File: config.mk
export PLATFORM = sky130hd
export DESIGN_NAME = if_stage
export DESIGN_NICKNAME = d
export VERILOG_FILES = /design/src/rtl/if_stage.sv
export SDC_FILE = /design/constraint.sdc
export NUM_CORES = 1
export LEC_CHECK = 0
export CAP_MARGIN = 25
export CORE_MARGIN = 3
export CORE_UTILIZATION = 45
export CTS_CLUSTER_SIZE = 40
export DETAILED_ROUTE_END_ITERATION = 6
export GPL_ROUTABILITY_DRIVEN = 0
export PLACE_DENSITY = 0.83
export SETUP_SLACK_MARGIN = 0.2
export SKIP_CTS_REPAIR_TIMING = 1
export SYNTH_ARGS = -nofsm -noshare
export SYNTH_HDL_FRONTEND = slang
export SYNTH_SLANG_ARGS = --single-unit
File: constraint.sdc
create_clock -name clk -period 3.8 [get_ports clk]
set_clock_uncertainty 0.15 [all_clocks]
set_input_delay 0.76 -clock clk [delete_from_list [all_inputs] [get_ports clk]]
set_output_delay 0.76 -clock clk [all_outputs]
set_load 0.005 [all_outputs]
File: src/rtl/if_stage.sv
// if_stage: instruction-fetch stage. Owns the PC, runs the IDLE/REQ/ACCESS
// bus-master handshake and drives the IF/ID register (if_pc, if_insn, if_en_).
// Optional feature macro: IF_PREFETCH_BUF_EN adds a one-entry buffer that keeps
// a word returned during stall instead of discarding and refetching it.
module if_stage #(
    parameter logic [29:0] RESET_VECTOR = 30'h0,
    parameter logic [31:0] NOP_INSN     = 32'h0
) (
    input  logic        clk,
    input  logic        reset_,
    input  logic        stall,
    input  logic        flush,
    input  logic [29:0] new_pc,
    input  logic        new_pc_valid,
    input  logic        br_taken,
    input  logic [29:0] br_addr,
    output logic        busy,
    output logic        bus_req_,
    input  logic        bus_grnt_,
    output logic [29:0] bus_addr,
    output logic        bus_as_,
    output logic        bus_rw,
    input  logic [31:0] bus_rd_data,
    input  logic        bus_rdy_,
    output logic [29:0] if_pc,
    output logic [31:0] if_insn,
    output logic        if_en_
);

    typedef enum logic [1:0] {IDLE, REQ, ACCESS} state_e;

    state_e      state_q;
    logic [29:0] pc_q, pc_d;
    logic [29:0] bus_addr_q;
    logic        bus_req_q, bus_as_q, busy_q;
    logic        discard_q;     // in-flight word was overtaken by a redirect/flush
    logic [29:0] if_pc_q;
    logic [31:0] if_insn_q;
    logic        if_en_q;       // active-low valid of the IF/ID register

    logic        redirect;
    logic [29:0] target;
    logic        word_ok;       // word completing this cycle is still wanted
    logic        keep_word;     // word completing this cycle advances the pc
    logic        idle_go;       // IDLE may start a new request

`ifdef IF_PREFETCH_BUF_EN
    logic        buf_valid_q;
    logic [29:0] buf_pc_q;
    logic [31:0] buf_insn_q;
    logic        buf_drain;
`endif

    // Redirect arbitration, fate of a completing word and next pc
    always_comb begin
        redirect  = new_pc_valid | br_taken;
        target    = new_pc_valid ? new_pc : br_addr;
        word_ok   = (state_q == ACCESS) && !bus_rdy_ && !redirect && !flush && !discard_q;
`ifdef IF_PREFETCH_BUF_EN
        keep_word = word_ok;
        buf_drain = buf_valid_q && !stall && !redirect && !flush;
        idle_go   = !stall && !buf_valid_q;
`else
        keep_word = word_ok && !stall;
        idle_go   = !stall;
`endif
        // NOTE: pc_d gets a default before any conditional update so no latch is inferred.
        pc_d = pc_q;
        if (redirect) begin
            pc_d = target;
        end else if (keep_word) begin
            pc_d = pc_q + 30'd1;
        end
    end

    // PC, IF/ID register, prefetch buffer and bus FSM with registered outputs
    always_ff @(posedge clk or negedge reset_) begin
        if (!reset_) begin
            state_q     <= IDLE;
            pc_q        <= RESET_VECTOR;
            bus_addr_q  <= 30'h0;
            bus_req_q   <= 1'b1;
            bus_as_q    <= 1'b1;
            busy_q      <= 1'b0;
            discard_q   <= 1'b0;
            if_pc_q     <= RESET_VECTOR;
            if_insn_q   <= NOP_INSN;
            if_en_q     <= 1'b1;
`ifdef IF_PREFETCH_BUF_EN
            // NOTE: the buffer payload is a single register, so it is cleared with the rest.
            buf_valid_q <= 1'b0;
            buf_pc_q    <= 30'h0;
            buf_insn_q  <= 32'h0;
`endif
        end else begin
            // NOTE: non-blocking assignments so every flop samples pre-edge values.
            pc_q <= pc_d;

            // IF/ID register: invalidate on redirect/flush, load a fresh word, else hold
            if (redirect || flush) begin
                if_insn_q <= NOP_INSN;
                if_en_q   <= 1'b1;
            end else if (word_ok && !stall) begin
                if_insn_q <= bus_rd_data;
                if_pc_q   <= pc_q;
                if_en_q   <= 1'b0;
            end
`ifdef IF_PREFETCH_BUF_EN
            else if (buf_drain) begin
                if_insn_q <= buf_insn_q;
                if_pc_q   <= buf_pc_q;
                if_en_q   <= 1'b0;
            end

            if (redirect || flush) begin
                buf_valid_q <= 1'b0;
            end else if (word_ok && stall) begin
                buf_valid_q <= 1'b1;
                buf_pc_q    <= pc_q;
                buf_insn_q  <= bus_rd_data;
            end else if (buf_drain) begin
                buf_valid_q <= 1'b0;
            end
`endif

            case (state_q)
                IDLE: begin
                    if (idle_go) begin
                        state_q   <= REQ;
                        bus_req_q <= 1'b0;
                        busy_q    <= 1'b1;
                    end
                end
                REQ: begin
                    if (!bus_grnt_) begin
                        state_q    <= ACCESS;
                        bus_addr_q <= pc_d;
                        bus_as_q   <= 1'b0;
                    end
                end
                ACCESS: begin
                    if (redirect || flush) begin
                        discard_q <= 1'b1;
                    end
                    if (!bus_rdy_) begin
                        bus_as_q  <= 1'b1;
                        discard_q <= 1'b0;
                        if (stall) begin
                            state_q   <= IDLE;
                            bus_req_q <= 1'b1;
                            busy_q    <= 1'b0;
                        end else begin
                            state_q <= REQ;
                        end
                    end
                end
                default: begin
                    state_q <= IDLE;
                end
            endcase
        end
    end

    assign busy     = busy_q;
    assign bus_req_ = bus_req_q;
    assign bus_addr = bus_addr_q;
    assign bus_as_  = bus_as_q;
    assign bus_rw   = 1'b1;
    assign if_pc    = if_pc_q;
    assign if_insn  = if_insn_q;
    assign if_en_   = if_en_q;

endmodule

==> impl.org <==
** Run status
- The run finished with clean final reports.

** Logic synthesis
- Averaged over all synthesized cells, the footprint is between 9 and 10 µm².
- Commonest register cell after synthesis :: sky130_fd_sc_hd__dfrtp_1
- Yosys printed 0 warnings.
- Post-Syn Instances :: 590
- Mapped Nets :: 691
- By area, the combinational part of the netlist is dominated by simple AND/OR/NAND/NOR gates.
- Synth unique cells :: 52
- Arithmetic-cell share of the synthesized area counting full adders, half adders and majority gates :: 0.002133
- Of the total synthesized cell area, the portion taken by AND, OR, NAND and NOR gates is 0.1691.
- The share of the Yosys chip area taken by registers is 0.5509.
- Measured against the total synthesized area, the mux share comes to 0.05524.
- Post-synthesis instance area :: 0.005867 mm²
- Number of synthesized flops with an enable pin :: 0
- Largest area contributor in the synthesized netlist :: sky130_fd_sc_hd__dfrtp_1
- Of the total synthesized cell area, the portion taken by XOR and XNOR cells is 0.02687.
- The fraction of the mapped netlist area in compound gates came to 0.1631.
- For this run, asynchronously set or reset flops after synthesis account for 1.000.
- Area fraction of the dominant cell type after synthesis :: 0.5374
- Flip-flop and latch count after synthesis :: 129
- By area the synthesized netlist is led by sky130_fd_sc_hd__dfrtp_1, sky130_fd_sc_hd__nand2_1, sky130_fd_sc_hd__mux2_2.

** Clock tree
- Clock-pin slew was measured on the worst setup and hold paths at about 0.060 ns.
- Num Clock Sinks :: 129
- H-tree depth :: 4
- Total clock buffers created by CTS :: 17
- The clock passes through at most 2 buffers.
- Clock network latency to the later pin of the worst-skew pair :: 0.42 ns
- TritonCTS clock tree :: done
- Clock tree synthesis selected as its root buffer the cell sky130_fd_sc_hd__clkbuf_16.

** Timing
- Fin. max-slew vios :: 0
- The number of hold-slack violations in the final timing report was 0.
- Measured against its own limit, the worst slew margin works out to 0.4700.
- Final WS setup :: 0.7477 ns
- For the pin with the worst max-slew slack, the measured transition is between 0.7 and 0.8 ns.
- Static timing analysis puts the maximum clock frequency at 0.3276 GHz.
- Setup repair after global routing left no endpoint under its margin.
- Final critical-path required period :: 3.052 ns
- Setup TNS :: 0 ns
- Setup violations, final :: 0
- Post-route clock period utilization :: 0.8032

** Route
- In the final routed layout, each cell accounts on average for 18.64 µm.
- Routed wire length :: 18.01 mm
- The first routing iteration left 412 violations.
- Final ANT Viol Nets :: 0
- The detailed router placed 5366 vias in this run.
- The first detailed-routing pass took 5 iterations.
- Vias/cell :: 5.555
- For this run, design rule violations remaining after detail routing come to 0.

** Min path
- The min-delay analysis places its worst path in the category input pin to asynchronous set/reset pin.

** Floorplan
- The initial utilization of the core area, before any placement, comes to 0.4630.
- Std cell rows :: 41
- Std-Cell Core Area :: around 0.013 mm²
- During I/O placement, the number of pins put on the boundary was 197.
- Area of the die :: 0.01444 mm²
- Die Y :: roughly 120 µm
- From left edge to right edge, the die measures 120.2 µm.

** Place
- DP Cell Count :: approximately 930
- At the placement stage, the worst setup path has a slack of 0.3156 ns.
- I/O Buffers :: 195
- DP Wirelength :: 13.10 mm

** Critical path
- The critical path starts at br_taken.
- Worst stage delay on the critical path :: 0.61 ns
- Startpoint types :: input pin
- For this design, the slowest cell found on the critical path is sky130_fd_sc_hd__nor3_1.
- Type of the worst setup path :: input pin to flop
- Startpoint of the worst register-to-register path :: pc_q[3]$_DFF_PN0_
- For the worst setup path, the data required time is 3.96 ns.
- STA classifies the critical path endpoint as a flop.
- Critical Path AT :: 3.22 ns
- The critical path goes through clkdlybuf4s50_1 > nor3_1 > nand3_2 > xnor2_1 > mux2i_1 > o31ai_1.
- Biggest fanout along the worst timing path :: 18

** Finish
- After the last flow step, the layout net total stands at 883.
- After the flow finishes, the layout carries non-filler instances totaling 966.
- Growth of design area from synthesis to finish :: 47.98%
- The number of antenna diodes in the final layout is 0.
- Fraction of layout instances using a drive strength above 1 :: 0.1108

** GRT
- Number of antenna violations at the first check in global routing :: 1
- Overflow after GRT :: 0
- The first global-routing pass estimated 28.59 mm of wire.
- Number of global-route vias before repair :: 5470
- Largest net degree at the start of global routing :: 91
- Aggregate global-route resource usage :: 0.2541

** Power
- Leakage power :: approximately 3.5 nW
- Total power density per cell area :: 538.6 mW/mm²
- The worst-case IR drop observed on VDD is about 280 µV.

** Flow run
- Max-cap violations in this run came to 0.
-- Yosys cell counts, drive strengths merged (2+ instances only) --
cell	n
a21oi	43
a221o	2
a22oi	23
a31oi	9
and2	3
and3	3
and4	3
buf	6
clkbuf	32
dfrtp	126
dfstp	3
inv	10
mux2	27
mux2i	2
nand2	117
nand2b	3
nand3	11
nand4	10
nor2	19
nor2b	2
nor3	15
nor3b	2
nor4	9
o21a	5
o21ai	55
o221ai	5
o22ai	3
o31a	3
o31ai	4
or3	3
or4	3
xnor2	18
-- worst max-delay path: cells and delay by family --
family | cells | cell delay, ns
buffers and inverters | 1 | 0.57
xor gates and xnor gates | 1 | 0.32
muxes | 1 | 0.12
and+or+nand+nor | 2 | 1.20
AOI/OAI and AO/OA | 1 | 0.24
-- sequential cells by signal, summed over array words and instances (netlist names) --
| signal | cells |
|---|---|
| bus_req_ | 1 |
| bus_as_ | 1 |
| state_q | 2 |
| bus_addr | 30 |
| if_en_ | 1 |
| if_insn | 32 |
| pc_q | 30 |
| if_pc | 30 |
| busy | 1 |
| discard_q | 1 |
-- cell usage in the layout (no fill, tap or decap), types with 17 or more instances in the layout --
cell type and instances:
sky130_fd_sc_hd__a21oi_1 43, sky130_fd_sc_hd__clkbuf_16 17, sky130_fd_sc_hd__mux2_2 27, sky130_fd_sc_hd__nor2_1 19, sky130_fd_sc_hd__nand2_1 117, sky130_fd_sc_hd__clkdlybuf4s50_1 193, sky130_fd_sc_hd__a22oi_1 23, sky130_fd_sc_hd__dfrtp_1 126
sky130_fd_sc_hd__xnor2_1 18, sky130_fd_sc_hd__o21ai_0 53
-- per-stage QoR --
step | total power (W) | area [µm²] | util | hold WS, ns
2_1_floorplan | 0.002229 | 5867 | - | 0.2982
3_5_place_dp | 0.002981 | 8010 | 0.6322 | 0.3058
4_1_cts | 0.004699 | 8627 | 0.6809 | 0.2846
3_3_place_gp | 0.002931 | 8010 | 0.6322 | 0.3090
5_1_grt | 0.004895 | 8682 | 0.6852 | 0.3261
6_report | 0.004676 | 8682 | 0.6852 | 0.2414
-- area by class of cell --
class | instances | area [µm²]
clock buffers | 18 | 429.2
clock inverters | 13 | 187.7
fillers | 961 | 3989
inverters | 10 | 37.54
multi-input cells | 413 | 2460
flip-flops and latches | 129 | 3232
well taps | 172 | 215.2
repair buffers | 211 | 2121
-- report_power, final --
part	internal, W	total (W)	switching [W]
clock network	0.00109	0.00170	0.000607
registers	0.00164	0.00184	0.000203
logic	0.000662	0.00113	0.000470
-- cell families (layout without fill, tap and decap cells) --
logic type / count (synthesis) / in the layout
xor+xnor: 18 / 18
simple gates: 205 / 205
other cells: 1 / 1
compound gates: 159 / 159
flops: 129 / 129
fa+ha+maj: 1 / 1
mux: 29 / 29
buf+inv: 48 / 252
-- routing by layer --
layer	up-vias	wire length [µm]	track usage
met5	-	14	0
met4	2	476	0.1131
met3	39	1768	0.1001
met2	244	8934	0.4134
met1	2591	6811	0.2983
li1	2490	-	-
-- worst paths after layout --
kind	endpoint	slack, ns	cells after the start
max	bus_addr[0]$_DFFE_PN0P_	0.75	6
min	if_insn[26]$_DFFE_PN0P_	0.24	1
max reg2reg	bus_addr[18]$_DFFE_PN0P_	1.14	5
min reg2reg	if_en_$_DFFE_PN1P_	0.32	2
max in group asynchronous	if_insn[17]$_DFFE_PN0P_	2.42	2
min in group clk	if_en_$_DFFE_PN1P_	0.32	2
(Power assumes the default switching activity.)
